--- src/rtl/alu_pkg.sv ---
// Shared definitions for the ALU sharing arbiter: ALU mode codes, the highest
// legal mode, and the arbiter FSM state encoding.
package alu_pkg;

  localparam int WIDTH  = 32;
  localparam int MODE_W = 4;

  localparam logic [MODE_W-1:0] ALU_ADD     = 4'd0;
  localparam logic [MODE_W-1:0] ALU_SUB     = 4'd1;
  localparam logic [MODE_W-1:0] ALU_AND     = 4'd2;
  localparam logic [MODE_W-1:0] ALU_OR      = 4'd3;
  localparam logic [MODE_W-1:0] ALU_XOR     = 4'd4;
  localparam logic [MODE_W-1:0] ALU_SLL     = 4'd5;
  localparam logic [MODE_W-1:0] ALU_SRL     = 4'd6;
  localparam logic [MODE_W-1:0] ALU_SRA     = 4'd7;
  localparam logic [MODE_W-1:0] ALU_SLT     = 4'd8;
  localparam logic [MODE_W-1:0] ALU_SLTU    = 4'd9;
  localparam logic [MODE_W-1:0] ALU_ADDSHL2 = 4'd10;

  localparam logic [MODE_W-1:0] ALU_MAX_MODE = ALU_ADDSHL2;

  typedef enum logic [1:0] {
    ST_IDLE = 2'd0,
    ST_EXEC = 2'd1,
    ST_DONE = 2'd2
  } state_t;

endpackage

--- src/rtl/alu_share_arbiter_rr_arb2.sv ---
// Two-way round-robin grant: a lone request always wins, a tie goes to the
// port that did not win last time.
module rr_arb2 (
  input  logic [1:0] req,
  input  logic       last,
  output logic [1:0] gnt
);

  always_comb begin
    gnt = req;
    if (req == 2'b11) gnt = last ? 2'b01 : 2'b10;
  end

endmodule

--- src/rtl/alu_share_arbiter.sv ---
// Time-shares one external combinational ALU between the execute stage (port 0)
// and the branch/address unit (port 1), with registered operands and result.
//
// state | meaning
// IDLE  | waiting for a request; grant one port and latch its operands
// EXEC  | ALU enabled with latched operands; result captured at the edge
// DONE  | result presented to the granted port until rsp_ready
module alu_share_arbiter
  import alu_pkg::*;
#(
  parameter int                WIDTH    = alu_pkg::WIDTH,
  parameter int                MODE_W   = alu_pkg::MODE_W,
  parameter logic [MODE_W-1:0] MAX_MODE = ALU_MAX_MODE
) (
  input  logic              clk,
  input  logic              rst,
  input  logic              req0_valid,
  output logic              req0_ready,
  input  logic [WIDTH-1:0]  req0_op1,
  input  logic [WIDTH-1:0]  req0_op2,
  input  logic [MODE_W-1:0] req0_mode,
  input  logic              req1_valid,
  output logic              req1_ready,
  input  logic [WIDTH-1:0]  req1_op1,
  input  logic [WIDTH-1:0]  req1_op2,
  input  logic [MODE_W-1:0] req1_mode,
  output logic              rsp0_valid,
  output logic              rsp1_valid,
  input  logic              rsp_ready,
  output logic [WIDTH-1:0]  rsp_data,
  output logic              rsp_err,
  output logic [WIDTH-1:0]  alu_operand1,
  output logic [WIDTH-1:0]  alu_operand2,
  output logic [MODE_W-1:0] alu_mode,
  output logic              alu_en,
  input  logic [WIDTH-1:0]  alu_out
);

  state_t     state;
  logic       last_grant;
  logic       grant_id;
  logic [1:0] gnt;
  logic       mode_bad;

  rr_arb2 u_arb (
    .req  ({req1_valid, req0_valid}),
    .last (last_grant),
    .gnt  (gnt)
  );

  // Gating with rst keeps a request from being handshaken during a reset cycle.
  assign req0_ready = (state == ST_IDLE) && !rst && gnt[0];
  assign req1_ready = (state == ST_IDLE) && !rst && gnt[1];
  assign mode_bad   = (alu_mode > MAX_MODE);

  always_ff @(posedge clk) begin
    if (rst) begin
      state        <= ST_IDLE;
      last_grant   <= 1'b1;
      grant_id     <= 1'b0;
      alu_en       <= 1'b0;
      alu_operand1 <= '0;
      alu_operand2 <= '0;
      alu_mode     <= '0;
      rsp0_valid   <= 1'b0;
      rsp1_valid   <= 1'b0;
      rsp_data     <= '0;
      rsp_err      <= 1'b0;
    end else begin
      case (state)
        ST_IDLE: begin
          if (|gnt) begin
            grant_id     <= gnt[1];
            last_grant   <= gnt[1];
            alu_en       <= 1'b1;
            alu_operand1 <= gnt[1] ? req1_op1  : req0_op1;
            alu_operand2 <= gnt[1] ? req1_op2  : req0_op2;
            alu_mode     <= gnt[1] ? req1_mode : req0_mode;
            state        <= ST_EXEC;
          end
        end
        ST_EXEC: begin
          rsp_err      <= mode_bad;
          rsp_data     <= mode_bad ? '0 : alu_out;
          rsp0_valid   <= !grant_id;
          rsp1_valid   <= grant_id;
          alu_en       <= 1'b0;
          alu_operand1 <= '0;
          alu_operand2 <= '0;
          alu_mode     <= '0;
          state        <= ST_DONE;
        end
        ST_DONE: begin
          if (rsp_ready) begin
            rsp0_valid <= 1'b0;
            rsp1_valid <= 1'b0;
            rsp_data   <= '0;
            rsp_err    <= 1'b0;
            state      <= ST_IDLE;
          end
        end
        default: state <= ST_IDLE;
      endcase
    end
  end

endmodule

--- config.mk ---
export PLATFORM = sky130hd
export DESIGN_NAME = alu_share_arbiter
export DESIGN_NICKNAME = d
export VERILOG_FILES = /design/src/rtl/alu_pkg.sv /design/src/rtl/alu_share_arbiter_rr_arb2.sv /design/src/rtl/alu_share_arbiter.sv
export SDC_FILE = /design/constraint.sdc
export NUM_CORES = 1
export LEC_CHECK = 0
export CORE_ASPECT_RATIO = 1.4
export CORE_MARGIN = 2
export CORE_UTILIZATION = 30
export CTS_BUF_LIST = sky130_fd_sc_hd__clkbuf_2
export DETAILED_ROUTE_END_ITERATION = 8
export PLACE_DENSITY = 0.81
export SLEW_MARGIN = 10
export SYNTH_ARGS = -nofsm -noshare
export SYNTH_HDL_FRONTEND = slang
export SYNTH_SLANG_ARGS = --single-unit
--- constraint.sdc ---
create_clock -name clk -period 1.88 [get_ports clk]
set_clock_uncertainty 0.15 [all_clocks]
set_input_delay 0.376 -clock clk [delete_from_list [all_inputs] [get_ports clk]]
set_output_delay 0.376 -clock clk [all_outputs]
set_load 0.01 [all_outputs]
# Word-level counts from Yosys, hierarchy flattened
# Index checks and enable logic that the tools add are counted.
# Widths: inputs -> output; s select.
word_totals:
  latch_bits: 0
  ff_bits: 108
  n_memories: 0
  inputBits: 173
  word_cells: 53
  ram_bits: 0
  mem_bits_ro: 0
  output_inout_bits: 106
classes:
  bitwise: 0
  mux: 23
  eq_ne: 5
  shift: 0
  order_cmp: 1
  add_sub_neg: 0
  mul: 0
  div_mod_pow: 0
  reduce_logical: 13
op_table:
  columns: ["operator", "n"]
  rows:
  - ["$mux 32", 6]
  - ["$pmux 32 s2", 3]
  - ["$mux 2", 4]
  - ["$mux 4", 2]
  - ["$pmux 1 s2", 4]
  - ["$pmux 4 s2", 1]
  - ["$reduce_and 2->1", 4]
  - ["$pmux 2 s3", 1]
  - ["$eq 2x2->1 const B", 2]
  - ["$gt 4x4->1 const B", 1]
  - ["$reduce_bool 2->1", 2]
  - ["$logic_and 1x1->1", 3]
  - ["$eq 2x1->1 const B", 1]
  - ["$logic_not 1->1", 2]
  - ["$logic_not 2->1", 1]
  - ["$mux 1", 2]
  - ["$ne 2x1->1 const B", 1]
  - ["$ne 2x2->1 const B", 1]
  - ["$reduce_or 2->1", 1]

# Longest topological paths before layout
logic_depth:
  depth_word: 5
  mapped_depth: 6
  depth_no_buf: 3

# Hierarchy
# Synthesis repeated with hierarchy kept, for this count alone.
hier_totals:
  cells_unflattened: 426
  hier_area_um2: 4545.6
modules_own_cells:
  columns: ["module", "seq_area_each_um2", "area_each_um2", "n_inst", "cells_each"]
  rows:
  - ["alu_share_arbiter", 2162.1, 4526.8, 1, 423]
  - ["rr_arb2", 0.0, 18.8, 1, 3]

# Least setup slack after synthesis
# No wires, ideal clock.
synth_path:
  kind: "input -> output"
  start: "input req0_valid"
  end: "output req1_ready"
  t_arrival_ns: 1.115
  setup_slack_ns: 0.239
  path_buffers: 3
  cell_stages: 5
  required_time_ns: 1.354
  cell_sequence: "buf_6 -> a21boi_1 -> buf_4 -> buf_4 -> and2_1"
synth_via:
  elab_chain_len: 3
synth_lines:
  columns: ["element", "line", "source"]
  rows:
  - ["start: declaration", "alu_share_arbiter.sv:17", "input logic req0_valid,"]
  - ["$eq 2x2->1", "alu_share_arbiter_rr_arb2.sv:11", "if (req == 2'b11) gnt = last ? 2'b01 : 2'b10;"]
  - ["$mux 2", "alu_share_arbiter_rr_arb2.sv:11", null]
  - ["$logic_and 1x1->1", "alu_share_arbiter.sv:53", "assign req1_ready = (state == ST_IDLE) && !rst && gnt[1];"]
  - ["end: declaration", "alu_share_arbiter.sv:23", "output logic req1_ready,"]
# Every way passes these cells.

# Worst setup path in the final report
layout_path:
  start: "register last_grant"
  end: "output req0_ready"
layout_via:
  elab_chain_len: 3
layout_lines:
  columns: ["element", "line", "source"]
  rows:
  - ["start: declaration", "alu_share_arbiter.sv:40", "logic last_grant;"]
  - ["start signal: assignment", "alu_share_arbiter.sv:74", "last_grant <= gnt[1];"]
  - ["$mux 2 (2 in a row)", "alu_share_arbiter_rr_arb2.sv:11", null]
  - ["$logic_and 1x1->1", "alu_share_arbiter.sv:52", "assign req0_ready = (state == ST_IDLE) && !rst && gnt[0];"]
  - ["end: declaration", "alu_share_arbiter.sv:18", "output logic req0_ready,"]
# Every way passes these cells.

==> impl.org <==
** Placed design
- Port buffering added 278 buffers.
- The congestion estimate from routability-driven global placement came to 0.757.
- Hpwl dp :: 10,800 µm
- At the placement stage, the worst setup path has a slack of -0.514 ns.

** STA
- Setup violations remaining at the end of the flow were counted as 2.
- Setup repair after global routing could not meet its margin everywhere.
- Based on the critical path, the design can be clocked at up to 502 MHz.
- In the post-route analysis, the smallest setup slack over all paths is -0.112 ns.
- The number of failing hold endpoints at the final stage came to 0.
- For the finished layout, the period the worst path requires is 1.99 ns.
- In the final timing run, aggregate negative setup slack is -0.197 ns.
- Rel. slew slack :: 73.4%
- Share of the clock period used by the worst path :: 106%
- Final-report max-slew violation count :: 0
- Pin slew with the least headroom to its limit :: 0.389 ns
- Worst hold slack :: 0.175 ns

** Clocking
- Clock-pin slew of the registers on the worst-case setup and hold paths :: 0.30 ns
- Buffers inserted during clock tree synthesis total 9.
- Num Clock Sinks :: 108
- Number of hold-repair buffers added at the cts stage :: 0
- In this run the clock root is driven by a clkbuf_2.
- The clock passes through at most 2 buffers.
- TritonCTS built the clock tree.
- The H-tree generated during clock tree synthesis spans 3 levels.
- Skew-Pair Late Insertion Delay :: 0.57 ns

** Layout
- Compared with the post-synthesis result, the final layout area differs by 82.0%.
- In the final layout, the share of cells above drive strength 1 is 31.5%.
- The net count of the finished layout is 877.
- Number of fill cells :: 1,213

** Synth
- Counting flops with an async set or reset pin after synthesis yields a share of 0%.
- Counting flops and latches in the post-synthesis netlist gives 108.
- Synth Area in Simple Gates :: 8.74%
- Synth area leader :: dfxtp_1
- Of the total synthesized cell area, the portion taken by XOR and XNOR cells is 0%.
- Ys flop type :: dfxtp_1
- Counting every net in the synthesized netlist gives 563.
- After synthesis, the largest family of logic cells by area is compound AO/OA/AOI/OAI gates.
- In the post-synthesis netlist, the biggest area contributors are dfxtp_1, mux2i_1, o2bb2ai_1.
- Summing the areas of all fa, ha and maj instances in the mapped netlist gives 0% of the synthesized area.
- Synth Area in Compound Gates :: 23.4%
- The synthesized design devotes to its leading area cell type 50.2% of total area.
- A synthesized cell averages 11.0 µm².
- Sequential cells were found to cover 50.2% of the synthesized design area.
- Post-synthesis instance area :: 4310 µm²
- The synthesized design contains 0 enable-type register cells.
- Number of standard cells after synthesis :: 390
- Yosys mapped the design onto 34 distinct sky130hd cell types.
- Yosys printed 0 warnings.
- Multiplexer share of the synthesized area :: 11.6%

** Detailed routing
- Dividing the detail-routed wire length by the instance count gives 17.1 µm.
- Routed vias/inst :: 4.91
- Sum of met3 wire segment lengths after detailed routing :: 1060 µm
- Final antenna-violating net count :: 0
- Total DRC errors in the routed layout :: 0
- The routed design uses 8070 µm of met2 wire.
- Wires add up to 15,300 µm.
- After detailed routing, the wire length on met1 is 5880 µm.
- Detailed Routing Iterations Pass 1 :: 4
- Across all layers, the routed design uses 4,396 vias.
- The first routing iteration left 140 violations.
- Top layer in use :: met4

** Floorplan
- Pin placement for this block handled 279 I/O pins.
- The floorplan has 51 rows.
- Die Y :: 146 µm
- DIE WIDTH :: 105 µm
- The die covers 15,300 µm².
- Core ar. :: 14,000 µm²
- Initial core utilization :: 30.8%

** Setup path
- The worst register-to-register path has a setup slack of 0.02 ns.
- Critical path required time :: 1.35 ns
- Max stage delay on crit path :: 0.49 ns
- By startpoint and endpoint, the worst setup path is classified as flop to output port.
- Crit end category :: output port
- Cell type of the slowest stage on the worst timing path :: dfxtp_1
- R2R cell count :: 7
- Of all nets on the critical path, the largest fanout is 4.
- Crit path depth :: 3
- The worst setup path is launched from a flop.
- The number of buffers and inverters on the critical path is 1.
- Critical path arrival :: 1.47 ns
- Top Family by Delay on Critical Path :: flip-flops
- Cells along the critical path :: nor2b_1, and3b_1, buf_2

** Pwr
- The completed layout was analyzed and its total power is 0.00534 W.
- Leakage power :: 3.30 nW
- VDD IR-drop max :: 0.330 mV
- Power spread over the standard cell area amounts to 682 nW/µm².

** Global routing
- The number of antenna violations at the first check in global routing is 1.
- The first global-routing pass estimated 22,800 µm of wire.
- The via count of the first global-routing pass is 4,611.
- Entering global routing, the biggest net connects 52 pins.
- Gr ovfl total :: 0
- For this run, the total global-route usage over all layers was measured as 18.5%.

** Min path
- Hold path depth :: 3
- The worst hold path belongs to the class input pin to flop.

** Outcome
- Outcome :: finished, violations left
- Violations in the final reports :: negative setup slack

** Job
- Max-cap violations in this run came to 0.
-- cell usage after synthesis (2+ instances only) --
master     instances
o2bb2ai_1         50
nor4_1             2
nor2_1            26
buf_4             12
a21oi_1            6
inv_1              2
buf_6              7
mux2i_1           50
buf_2             15
and3b_1            2
dfxtp_1          108
a22o_1            32
nor3_2             2
nand2b_1           2
nand2_1           38
a311oi_1          18
-- registers in the layout (all words and copies together) (netlist names) --
register,cells
rsp_err,1
rsp_data,32
rsp0_valid,1
grant_id,1
alu_mode,4
rsp1_valid,1
state,2
alu_en,1
alu_operand1,32
alu_operand2,32
last_grant,1
-- routing by layer --
metal  vias up  global-route usage, %
li1       2084                      -
met1      2079                   19.9
met2       211                   34.4
met3        22                   5.33
met4         0                   5.60
met5         -                      0
-- area by class of cell --
class	instances	area (µm²)	share of cell area, %
tap	185	231	2.95
timing repair buffer	337	3230	41.3
antenna	1	2.50	0.0319
sequential	108	2300	29.3
clock buffer	9	45.0	0.575
multi-input combinational	246	1940	24.7
clock inverter	7	81.3	1.04
inverter	2	7.51	0.0958
-- final timing paths --
path                                  startpoint                to
worst max-delay path                  last_grant        req0_ready
worst min-delay path                req1_op1[13]  alu_operand1[13]
worst max register to register          state[0]  alu_operand1[12]
worst min register to register  alu_operand2[31]  alu_operand2[31]
-- timing repair --
item | CTS | global route
resized for setup | 257 | 73
setup endpoints to repair | 138 | 136
setup buffers | 17 | 9
pin swaps | 5 | 3
gates cloned | 1 | 5
-- worst reg2reg max path: stages, from the launching register on --
cell	delay, ns
dfxtp_4	0.42
buf_4	0.14
buf_4	0.13
or3_4	0.34
a21oi_4	0.18
buf_12	0.15
clkbuf_16	0.18
o2bb2ai_1	0.13
-- kinds of logic (layout without fill, tap and decap cells) --
kind of cell	Yosys count	count (layout)
flip-flops	108	108
AND/OR/NAND/NOR	79	80
buffers and inverters	37	355
multiplexers	50	50
other	0	1
AO/OA/AOI/OAI	116	116
-- placed cells by master (no fill, tap or decap), types with 3 or more instances in the layout --
cell type	netlist	routed
clkbuf_16	0	3
clkdlybuf4s15_1	0	45
buf_2	15	11
o2bb2ai_1	50	49
a22o_1	32	32
buf_12	0	10
dfxtp_2	0	104
clkdlybuf4s50_1	0	172
a21oi_1	6	6
mux2i_1	50	50
nor3_4	1	3
nor2_1	26	26
buf_4	12	44
clkbuf_2	0	26
nand2_1	38	38
a311oi_1	18	18
dlygate4sd2_1	0	33
-- power breakdown --
group | total (W) | internal, W | leakage [nW] | switching (W)
sequential | 0.00266 | 0.00254 | 0.929 | 0.000118
clock | 0.00111 | 0.000232 | 0.0760 | 0.000873
combinational | 0.00158 | 0.000913 | 2.29 | 0.000664
-- metrics by stage --
stage	cell area [µm²]	cells	utilization (%)
after floorplan	4310	390	-
after global placement	7390	846	52.9
after detailed placement	7390	846	52.9
after CTS	7720	880	55.2
after global routing	7840	895	56.1
final	7840	895	56.1
No activity file was read; power rests on OpenSTA's default activity.
